`src/rtl/snn_pkg.sv`:
```
// Shared definitions for the spiking-neuron datapath: fixed-point format,
// saturation limits, the accumulator FSM states and the saturating adder.
package snn_pkg;

  localparam int DW_DEF     = 16;
  localparam int INT_DW_DEF = 8;
  localparam int W_DEF      = DW_DEF + INT_DW_DEF;

  localparam logic [W_DEF-1:0] SAT_MAX = {1'b0, {(W_DEF-1){1'b1}}};
  localparam logic [W_DEF-1:0] SAT_MIN = {1'b1, {(W_DEF-1){1'b0}}};

  typedef enum logic [1:0] {
    IDLE  = 2'd0,
    ACCUM = 2'd1,
    DONE  = 2'd2
  } acc_state_t;

  // Signed add one bit wider than the operands; if the two top bits of the
  // wide sum disagree the result left the representable range and is clamped.
  function automatic logic [W_DEF-1:0] sat_add(input logic [W_DEF-1:0] a,
                                               input logic [W_DEF-1:0] b);
    logic [W_DEF:0] sum_s;
    sum_s = {a[W_DEF-1], a} + {b[W_DEF-1], b};
    if (sum_s[W_DEF] != sum_s[W_DEF-1]) begin
      if (sum_s[W_DEF]) begin
        sat_add = SAT_MIN;
      end else begin
        sat_add = SAT_MAX;
      end
    end else begin
      sat_add = sum_s[W_DEF-1:0];
    end
  endfunction

endpackage

```
`src/rtl/synapse_weight_ram.sv`:
```
// Synaptic weight store: N x W registers, one clocked write port and one
// combinational read port. A write and a read of the same entry in one cycle
// return the old value; the new value is visible from the next cycle.
module synapse_weight_ram
  import snn_pkg::*;
#(
  parameter int N  = 8,
  parameter int W  = W_DEF,
  parameter int AW = $clog2(N)
) (
  input  logic          clk,
  input  logic          rst,
  input  logic          wr_en,
  input  logic [AW-1:0] wr_addr,
  input  logic [W-1:0]  wr_data,
  input  logic [AW-1:0] rd_addr,
  output logic [W-1:0]  rd_data
);

  logic [W-1:0] mem_r [N];

  // Clear all weights on reset; otherwise store in-range writes.
  always_ff @(posedge clk) begin
    if (rst) begin
      for (int i = 0; i < N; i++) begin
        mem_r[i] <= '0;
      end
    end else if (wr_en && (int'(wr_addr) < N)) begin
      mem_r[wr_addr] <= wr_data;
    end
  end

  // Combinational read; addresses past the array return zero.
  always_comb begin
    rd_data = '0;
    if (int'(rd_addr) < N) begin
      rd_data = mem_r[rd_addr];
    end else begin
      rd_data = '0;
    end
  end

endmodule

```
`src/rtl/synapse_accumulator.sv`:
```
// Per-time-step synapse accumulator: on start, snapshots the presynaptic spike
// vector and serially sums the weights of the spiking inputs, one synapse per
// clock through a single saturating adder, then presents the sum with a
// one-cycle sum_valid pulse.
module synapse_accumulator
  import snn_pkg::*;
#(
  parameter int N_PRE  = 8,
  parameter int DW     = DW_DEF,
  parameter int INT_DW = INT_DW_DEF
) (
  input  logic                  clk,
  input  logic                  rst,
  input  logic                  start,
  input  logic [N_PRE-1:0]      pre_spikes,
  input  logic                  wr_en,
  input  logic [$clog2(N_PRE)-1:0] wr_addr,
  input  logic [DW+INT_DW-1:0]  wr_data,
  output logic                  busy,
  output logic                  sum_valid,
  output logic [DW+INT_DW-1:0]  spiking_value
);

  localparam int W  = DW + INT_DW;
  localparam int AW = $clog2(N_PRE);

  acc_state_t       state_r;
  logic [N_PRE-1:0] snap_r;
  logic [W-1:0]     acc_r;
  logic [AW-1:0]    idx_r;
  logic             busy_r;
  logic             sum_valid_r;
  logic [W-1:0]     spiking_value_r;
  logic [W-1:0]     w_rd_s;
  logic [W-1:0]     acc_next_s;

  synapse_weight_ram #(
    .N  (N_PRE),
    .W  (W),
    .AW (AW)
  ) u_weights (
    .clk     (clk),
    .rst     (rst),
    .wr_en   (wr_en),
    .wr_addr (wr_addr),
    .wr_data (wr_data),
    .rd_addr (idx_r),
    .rd_data (w_rd_s)
  );

  // Next accumulator value: add the current synapse's weight only if it spiked.
  always_comb begin
    acc_next_s = acc_r;
    if (snap_r[idx_r]) begin
      acc_next_s = sat_add(acc_r, w_rd_s);
    end else begin
      acc_next_s = acc_r;
    end
  end

  // Sequencer: IDLE waits for start, ACCUM walks every synapse, DONE publishes.
  always_ff @(posedge clk) begin
    if (rst) begin
      state_r         <= IDLE;
      snap_r          <= '0;
      acc_r           <= '0;
      idx_r           <= '0;
      busy_r          <= 1'b0;
      sum_valid_r     <= 1'b0;
      spiking_value_r <= '0;
    end else begin
      sum_valid_r <= 1'b0;
      case (state_r)
        IDLE: begin
          if (start) begin
            state_r <= ACCUM;
            snap_r  <= pre_spikes;
            acc_r   <= '0;
            idx_r   <= '0;
            busy_r  <= 1'b1;
          end
        end
        ACCUM: begin
          acc_r <= acc_next_s;
          idx_r <= idx_r + AW'(1);
          if (idx_r == AW'(N_PRE - 1)) begin
            state_r <= DONE;
          end
        end
        DONE: begin
          spiking_value_r <= acc_r;
          sum_valid_r     <= 1'b1;
          busy_r          <= 1'b0;
          state_r         <= IDLE;
        end
        default: begin
          state_r <= IDLE;
          busy_r  <= 1'b0;
        end
      endcase
    end
  end

  assign busy          = busy_r;
  assign sum_valid     = sum_valid_r;
  assign spiking_value = spiking_value_r;

endmodule

```
`config.mk`:
```
export PLATFORM = sky130hd
export DESIGN_NAME = synapse_accumulator
export DESIGN_NICKNAME = d
export VERILOG_FILES = /design/src/rtl/snn_pkg.sv /design/src/rtl/synapse_weight_ram.sv /design/src/rtl/synapse_accumulator.sv
export SDC_FILE = /design/constraint.sdc
export NUM_CORES = 1
export LEC_CHECK = 0
export CAP_MARGIN = 20
export CORE_UTILIZATION = 45
export DETAILED_ROUTE_END_ITERATION = 8
export GPL_TIMING_DRIVEN = 1
export SLEW_MARGIN = 20
export SYNTH_ARGS = -nofsm -noshare
export SYNTH_HDL_FRONTEND = slang
export SYNTH_SLANG_ARGS = --single-unit
```
`constraint.sdc`:
```
create_clock -name clk -period 7.5 [get_ports clk]
set_clock_uncertainty 0.15 [all_clocks]
set_input_delay 1.875 -clock clk [delete_from_list [all_inputs] [get_ports clk]]
set_output_delay 1.875 -clock clk [all_outputs]
set_load 0.02 [all_outputs]
```
==> results of run 1 <==
registers in the layout, indices dropped and copies added (netlist names), named ones only:
| register | cells |
|---|---|
| u_weights.mem_r | 192 |
| busy | 1 |
| acc_r | 24 |
| snap_r | 8 |
| sum_valid | 1 |
| spiking_value | 24 |
| state_r | 2 |
| idx_r | 3 |
worst paths after layout:
path                                          end  cells past startpoint
worst min register to register  spiking_value[20]                      2
worst max register to register           acc_r[9]                     14
worst min-delay path            spiking_value[20]                      2
worst max-delay path                     acc_r[9]                     14
metrics by stage:
stage	instances	util, %	area [sq um]	worst slack [ns]	power [mW]
after global placement	1320	49.4	13300	2.49	1.97
after CTS	1372	52.5	14100	2.39	3.21
final	1373	52.6	14200	2.71	3.18
after detailed placement	1320	49.4	13300	2.43	1.97
after floorplan	956	-	12300	3.21	1.87
after global routing	1373	52.6	14200	2.38	3.29
worst min-delay path, stage by stage, from the launching register on:
cell and delay [ns]:
dfxtp_1 0.31, nand2_1 0.05, a21oi_1 0.05
layout by cell type, fill, tap and decap left out, types with 6 or more instances in the layout:
master,netlist,routed
nand2_1,92,92
dfxtp_1,66,64
a21oi_1,75,74
clkbuf_16,0,28
xnor2_1,16,15
nor2_1,33,33
o21ai_0,13,13
a21o_1,6,6
clkbuf_1,42,6
buf_4,2,16
xor2_1,6,6
edfxtp_1,192,192
and2_1,192,192
clkdlybuf4s50_1,0,63
mux2i_1,9,9
mux2_2,24,24
ha_1,26,26
clkinv_1,0,10
or2_2,9,9
mux4_2,50,50
o22ai_2,20,20
area by class of cell:
class / instances / share of cell area [%]
flip-flops and latches: 258 / 50.1
well taps: 341 / 3.01
clock buffers: 34 / 5.11
inverters: 3 / 0.0795
clock inverters: 18 / 0.680
repair buffers: 81 / 5.53
multi-input cells: 638 / 35.5
where the power goes:
group	switching (mW)	total (mW)	internal (mW)
Combinational	0.168	0.306	0.138
Clock	0.555	1.24	0.684
Sequential	0.0287	1.64	1.61
Total	0.752	3.18	2.43
kinds of logic after synthesis:
family / Yosys count
simple gates: 357
flops: 258
compound gates: 149
mux: 83
buf+inv: 60
fa+ha+maj: 27
xor+xnor: 22
metal layers:
layer / GRT usage, % / vias up / share of wire [%]
li1: - / 3613 / -
met1: 28.6 / 3667 / 47
met2: 33.0 / 176 / 47
met3: 2.62 / 29 / 4.2
met4: 4.23 / 0 / 1.5
met5: 0 / - / 0
==> impl_metrics.tcl, run 1 <==
set metrics [dict create \
    drv_cap 0 \
    antenna_cells 0 \
    drt-initial-drc-count 495 \
    critical_path_required_ns 7.80 \
    cts-htree-levels 1 \
    ctsLongestPathBuffers 3 \
    worstPathCellList "buf_16 > mux4_2 > mux2_2 > ha_1 > fa_1 > a211oi_1 > o21ai_2 > a31oi_4 > nor3_2 > a311oi_4 > o21a_1 > buf_4 > o22ai_2 > a21oi_1" \
    routed_wl_mm 27.5 \
    io_buffers 64 \
    cts.sinks 258 \
    synth_top_family_by_area "simple AND/OR/NAND/NOR gates" \
    ys.flop_type "edfxtp_1" \
    synth_xor_xnor_area_share_pct 1.56 \
    pin_count 65 \
    vias_per_cell 5.45 \
    die_x_microns 168 \
    die-area_sq_um 28100 \
    netlist_instances 956 \
    gp_congestion 0.838 \
    critical_path_class "reg -> reg" \
    synth_nets 1022 \
    clkTransAtPathRegs_ns 0.06 \
    fp-row-count 60 \
    setup_viol 0 \
    critical_path.top_delay_family "compound AO/OA/AOI/OAI gates" \
    status "completed" \
    yosys-mux-area-fraction_pct 12.0 \
    drv_slew 0 \
    multiInputGateArea_sq_um 5030 \
    synth-adder-area-share_pct 2.80 \
    end_kind "flop" \
    grt_pass1_wl_mm 43.1 \
    synth_area_per_cell_sq_um 12.9 \
    min_from "spiking_value[20]" \
    clock.fmax_ghz 0.209 \
    synth_top_area_share_pct 46.7 \
    worst_slew_pin_slew_ns 0.947 \
    netlist_area_sq_um 12300 \
    synth-edff-count 192 \
    first_global_vias 7427 \
    insertion_delay_ns 0.54 \
    hold_path.class "reg -> reg" \
    whs_ns 0.302 \
    cts_resized 0 \
    drive_gt1_share_pct 16.8 \
    ys_types 55 \
    crit_slowest_cell "dfxtp_4" \
    ys_seq_area_share_pct 57.4 \
    leakagePower_nw 5.05 \
    ys_ff_latch 258 \
    cts_root_buffer "clkbuf_16" \
    hold_viol 0 \
    initial_utilization_pct 45.8 \
    grt_max_degree 75 \
    cts_tree "done" \
    num_vias 7485 \
    hpwl_mm 16.5 \
    max_slew_margin_pct 36.6 \
    drc 0 \
    yosys.area_share.simple_pct 15.6 \
    synth.cells.most_frequent "and2_1 (192), edfxtp_1 (192), nand2_1 (92), a21oi_1 (75), dfxtp_1 (66)" \
    r2r_setup_slack_ns 2.71 \
    start_kind "flop" \
    die_h_microns 168 \
    crit_fanout 34 \
    arrival_ns 5.09 \
    core_sq_um 27000 \
    ir_worst_vdd_uv 146 \
    path_buf_inv 2 \
    timing.final.crit_period_ns 4.79 \
    cts_setup_buffers 0 \
    synth-compound-area-share_pct 8.56 \
    tns_ns 0 \
    final_nets 1076 \
    synthArstFlopShare_pct 0 \
    nFillCells 2262 \
    max_stage_delay_ns 0.55 \
    track_usage_pct 20.1 \
    grt_setup_unrepaired "false" \
    grt_overflow 0 \
    seq_area_sq_um 7090 \
    yosys_warnings 0 \
    postCtsHoldBufs 0 \
    synth_top_cell_by_area "edfxtp_1" \
    cts_buffers 28 \
    drt_pre_antenna_iters 4 \
    min_period_over_period_pct 63.8 \
    wl_per_cell_microns 20.0 \
    antenna_found_initial 0 \
    power.density_nw_per_um2 225 \
    ant_nets 0 \
    synth_area_leaders "edfxtp_1 (47%), dfxtp_1 (11%), and2_1 (9.7%), mux4_2 (9.1%), a21oi_1 (3.0%)" \
    area_growth_pct 14.7 \
]
Note: power is estimated with default switching activity, not from simulation.
==> run 2, diff against run 1 <==
--- a/config.mk
+++ b/config.mk
@@ -9,6 +9,7 @@
 export CORE_UTILIZATION = 45
 export DETAILED_ROUTE_END_ITERATION = 8
 export GPL_TIMING_DRIVEN = 1
+export PLACE_DENSITY = 0.65
 export SLEW_MARGIN = 20
 export SYNTH_ARGS = -nofsm -noshare
 export SYNTH_HDL_FRONTEND = slang
==> constraint.sdc (replaced) <==
create_clock -name clk -period 4.2 [get_ports clk]
set_clock_uncertainty 0.15 [all_clocks]
set_input_delay 1.05 -clock clk [delete_from_list [all_inputs] [get_ports clk]]
set_output_delay 1.05 -clock clk [all_outputs]
set_load 0.02 [all_outputs]
==> run 2 against run 1 <==
Net effect: core utilization rose by 0.48 points; fmax grew 20%; hold slack barely moved; flip-flop and latch count unchanged; wire length down 0.68%; largest power group unchanged.
==> impl_metrics.tcl, run 2 (synthesized netlist as in run 1, its figures left out) <==
set metrics [dict create \
    status "completed" \
    top_register "u_weights.mem_r" \
    drt-initial-drc-count 483 \
    hpwl_mm 17.3 \
    placed_area_sq_um 13500 \
    routed_wl_mm 27.3 \
    cts_tree "done" \
    drc 0 \
    power.density_nw_per_um2 398 \
    leakagePower_nw 5.13 \
    track_usage_pct 20.1 \
    vias_per_cell 5.50 \
    crit_cells 11 \
    crit_fanout 16 \
    start_kind "flop" \
    arrival_ns 4.24 \
    drive_gt1_share_pct 17.8 \
    use_met2_pct 32.6 \
    drt_pre_antenna_iters 5 \
    area_growth_pct 15.8 \
    busiest_layer "met2" \
    ant_nets 0 \
    power_frac_seq_pct 51.2 \
    insertion_delay_ns 0.56 \
    switchingPower_mw 1.32 \
    die-area_sq_um 28100 \
    crit_slowest_cell "a2111oi_1" \
    ctsLongestPathBuffers 3 \
    wl_per_cell_microns 19.8 \
    max_stage_delay_ns 0.54 \
    path_buf_inv 2 \
    postCtsHoldBufs 0 \
    grt_use_met3_pct 2.48 \
    combinationalPowerShare_pct 10.0 \
    layout_common_cells "and2_1 (192), edfxtp_1 (192), nand2_1 (92)" \
    place_inst 1334 \
    p_sw_share_pct 23.2 \
    grt_max_degree 65 \
    final_nets 1089 \
    drv_cap 0 \
    clkTransAtPathRegs_ns 0.06 \
    cts_buffers 27 \
    whs_ns 0.302 \
    core_sq_um 27000 \
    rr_worst_depth 11 \
    critical_path.top_delay_family "compound AO/OA/AOI/OAI gates" \
    setup_viol 0 \
    die_h_microns 168 \
    num_vias 7585 \
    worstPathCellList "buf_12 > buf_4 > mux4_2 > mux2_2 > ha_1 > a2111oi_1 > a32oi_1 > a221o_1 > a21oi_1 > xor2_1 > a221oi_1" \
    intPower_mw 4.37 \
    first_global_vias 7609 \
    initial_utilization_pct 45.8 \
    cts.sinks 258 \
    hold_path.class "reg -> reg" \
    grt_setup_unrepaired "false" \
    cts_root_buffer "clkbuf_16" \
    grt_pass1_wl_mm 43.6 \
    clock.fmax_ghz 0.250 \
    hold_depth 2 \
    grt_overflow 0 \
    critical_path_class "reg -> reg" \
    critical_path_required_ns 4.44 \
    largest_reg_flops 192 \
    antenna_cells 0 \
    antenna_found_initial 0 \
    end_kind "flop" \
    gp_congestion 0.922 \
    nFillCells 2269 \
    pwr-share-clk_pct 38.8 \
    die_x_microns 168 \
    tns_ns 0 \
    max_slew_margin_pct 47.0 \
    timing.final.crit_period_ns 4.00 \
    drv_slew 0 \
    cts-htree-levels 1 \
    finalNonFillerCells 1380 \
    min_period_over_period_pct 95.3 \
    hold_viol 0 \
    pin_count 65 \
    finish.instance_area_sq_um 14300 \
    worst_slew_pin_slew_ns 0.794 \
    fp-row-count 60 \
    ir_worst_vdd_uv 288 \
    use_met1_pct 28.6 \
    io_buffers 64 \
]
## run 2: path summary, 6_finish.rpt
check              startpoint                to  slack [ns]
max reg2reg              flop         acc_r[17]        0.20
min reg2reg  spiking_value[1]  spiking_value[1]        0.30
max                      flop         acc_r[17]        0.20
min          spiking_value[1]  spiking_value[1]        0.30
## run 2: stage by stage
step / power, mW / worst slack, ns / util, %
detailed placement: 3.54 / 0.132 / 50.0
global route: 5.88 / 0.00774 / 53.0
finish: 5.69 / 0.197 / 53.0
CTS: 5.73 / 0.108 / 53.0
floorplan: 3.33 / 0.00458 / -
global placement: 3.53 / 0.170 / 50.0
## run 2: power groups by stage
stage,clock [mW],combinational (mW),sequential [mW]
detailed placement,0,0.569,2.97
CTS,2.24,0.572,2.92
global route,2.33,0.618,2.93
finish,2.21,0.567,2.91
global placement,0,0.565,2.96
floorplan,0,0.384,2.95
## run 2: timing repair
item                                    4_1_cts  5_1_grt
hold endpoints to repair                      0        0
endpoints found under the setup margin        0       22
setup buffers                                 0        1
resized for setup                             0        2
## run 2: per-layer routing
layer	up-vias	part of all wire, %
li1	3636	-
met1	3726	48
met2	176	46
met3	47	4.2
met4	0	2.2
met5	-	0
## run 2: area by class of cell
| cell class | count | area (sq um) | share of cell area [%] |
|---|---|---|---|
| Clock buffer | 34 | 702 | 4.91 |
| Clock inverter | 11 | 95.1 | 0.665 |
| Inverter | 3 | 11.3 | 0.0788 |
| Multi-Input combinational cell | 638 | 5030 | 35.2 |
| Sequential cell | 258 | 7090 | 49.6 |
| Tap cell | 341 | 427 | 2.98 |
| Timing Repair Buffer | 95 | 935 | 6.54 |
## run 2: worst reg2reg max path, cell delays in order, from the launching register on
cell	delay, ns
dfxtp_4	0.40
buf_12	0.19
buf_4	0.20
mux4_2	0.51
mux2_2	0.33
ha_1	0.39
a2111oi_1	0.54
a32oi_1	0.25
a221o_1	0.34
a21oi_1	0.17
xor2_1	0.25
a221oi_1	0.12
==> run 3, diff against run 2 <==
--- a/config.mk
+++ b/config.mk
@@ -9,7 +9,7 @@
 export CORE_UTILIZATION = 45
 export DETAILED_ROUTE_END_ITERATION = 8
 export GPL_TIMING_DRIVEN = 1
-export PLACE_DENSITY = 0.65
+export PLACE_DENSITY = 0.75
 export SLEW_MARGIN = 20
 export SYNTH_ARGS = -nofsm -noshare
 export SYNTH_HDL_FRONTEND = slang
==> run 3 against run 2 <==
Net effect: final area rose by 0.90%; critical path depth increased by 1; non-clock buffer count rose by 3; clock power up 5%; via count rose by 2.5%; die area is the same; sequential power barely moved; total power grew 2.2%; hold slack lost 0.00092 ns; global-route usage down 0.17 points; largest cell class unchanged; highest routed layer is now met5.
==> impl_metrics.tcl, run 3 (synthesized netlist as in run 1, its figures left out) <==
set metrics [dict create \
    status "completed" \
    fp-row-count 60 \
    place_inst 1335 \
    r2r_setup_slack_ns 0.10 \
    pwr-share-clk_pct 40.0 \
    setup_viol 0 \
    max_slew_margin_pct 47.1 \
    hpwl_mm 17.5 \
    largest_reg_flops 192 \
    critical_path_class "reg -> reg" \
    critical_path.top_delay_family "compound AO/OA/AOI/OAI gates" \
    hold_path.class "reg -> reg" \
    postCtsHoldBufs 0 \
    power.density_nw_per_um2 403 \
    cts_tree "done" \
    drt-initial-drc-count 657 \
    ant_nets 0 \
    grt_overflow 0 \
    cts.sinks 258 \
    intPower_mw 4.51 \
    seq_area_sq_um 7090 \
    pre_cts_ws_ns 0.137 \
    p_sw_share_pct 22.6 \
    ir_worst_vdd_uv 284 \
    hold_viol 0 \
    finalNonFillerCells 1386 \
    wl_per_cell_microns 19.8 \
    start_kind "flop" \
    nFillCells 2227 \
    grt_max_degree 73 \
    drv_cap 0 \
    rr_worst_depth 12 \
    top_register "u_weights.mem_r" \
    die-area_sq_um 28100 \
    die_h_microns 168 \
    path_buf_inv 1 \
    multiInputGateArea_sq_um 5050 \
    crit_end "acc_r[21]" \
    die_x_microns 168 \
    drt_pre_antenna_iters 7 \
    crit_slowest_cell "a2111oi_0" \
    gp_congestion 0.912 \
    crit_fanout 23 \
    timing.final.crit_period_ns 4.10 \
    antenna_cells 0 \
    switchingPower_mw 1.31 \
    ctsLongestPathBuffers 3 \
    critical_path_required_ns 4.43 \
    min_period_over_period_pct 97.5 \
    end_kind "flop" \
    r2r-end "acc_r[21]" \
    insertion_delay_ns 0.54 \
    area_growth_pct 16.8 \
    num_vias 7774 \
    crit_cells 12 \
    cts_buffers 26 \
    clkTransAtPathRegs_ns 0.06 \
    vias_per_cell 5.61 \
    final_nets 1091 \
    initial_utilization_pct 45.8 \
    drive_gt1_share_pct 18.5 \
    worst_slew_pin_slew_ns 0.793 \
    max_stage_delay_ns 0.69 \
    antenna_found_initial 1 \
    power_frac_seq_pct 50.1 \
    cts-htree-levels 1 \
    first_global_vias 7809 \
    arrival_ns 4.33 \
    io_buffers 64 \
    setup_slack_ns 0.104 \
    clock.fmax_ghz 0.244 \
    routed_wl_mm 27.5 \
    leakagePower_nw 5.19 \
    drv_slew 0 \
    power.total_mw 5.82 \
    worstPathCellList "buf_12 > mux4_2 > mux2_2 > ha_1 > a2111oi_0 > nand2_1 > a31oi_1 > a21oi_1 > a31o_2 > a31o_2 > a21oi_1 > o31ai_1" \
    tns_ns 0 \
    layout_common_cells "and2_1 (192), edfxtp_1 (192), nand2_1 (92)" \
    track_usage_pct 19.9 \
    cts_root_buffer "clkbuf_16" \
    grt_pass1_wl_mm 43.3 \
    drc 0 \
    pin_count 65 \
    combinationalPowerShare_pct 9.9 \
    core_sq_um 27000 \
]
## run 3: layout make-up
class	count	area share [%]
clock buffer	39	5.27
clock inverter	9	0.711
inverter	3	0.0781
multi-input combinational	638	35.0
sequential	258	49.2
tap	341	2.96
timing repair buffer	98	6.78
## run 3: metrics by stage
stage,hold WS [ns],utilization [%],area (sq um)
3_5_place_dp,0.296,50.2,13500
4_1_cts,0.304,53.4,14400
5_1_grt,0.321,53.5,14400
3_3_place_gp,0.292,50.2,13500
6_report,0.301,53.5,14400
2_1_floorplan,0.295,-,12300
## run 3: how the worst min path moves through the flow
stage                            from                 to  slack [ns]  cells after the start
finish              spiking_value[19]  spiking_value[19]        0.30                      2
CTS                  spiking_value[9]   spiking_value[9]        0.30                      2
floorplan                   acc_r[23]  spiking_value[23]        0.29                      2
global route         spiking_value[9]   spiking_value[9]        0.32                      2
global placement    spiking_value[18]  spiking_value[18]        0.29                      2
detailed placement   spiking_value[9]   spiking_value[9]        0.30                      2
## run 3: layer usage
| metal | part of all wire, % | GRT usage [%] | up-vias |
|---|---|---|---|
| li1 | - | - | 3646 |
| met4 | 1.7 | 4.71 | 2 |
| met2 | 48 | 32.5 | 282 |
| met3 | 6.6 | 2.72 | 38 |
| met5 | 0.065 | 0 | - |
| met1 | 43 | 28.2 | 3806 |
## run 3: worst register-to-register path: stages (launching register included)
cell	delay, ns
dfxtp_4	0.40
buf_12	0.23
mux4_2	0.56
mux2_2	0.33
ha_1	0.39
a2111oi_0	0.69
nand2_1	0.13
a31oi_1	0.17
a21oi_1	0.16
a31o_2	0.29
a31o_2	0.21
a21oi_1	0.17
o31ai_1	0.08
## run 3: power by group through the flow
stage,registers [mW],logic (mW),clock network [mW]
floorplan,2.95,0.384,0
global placement,2.96,0.564,0
detailed placement,2.97,0.571,0
CTS,2.92,0.575,2.36
global route,2.93,0.625,2.46
finish,2.92,0.578,2.33
## run 3: repair_timing
action / CTS / global route
gates resized for setup: 0 / 3
setup buffers: 0 / 3
endpoints found under the setup margin: 0 / 22
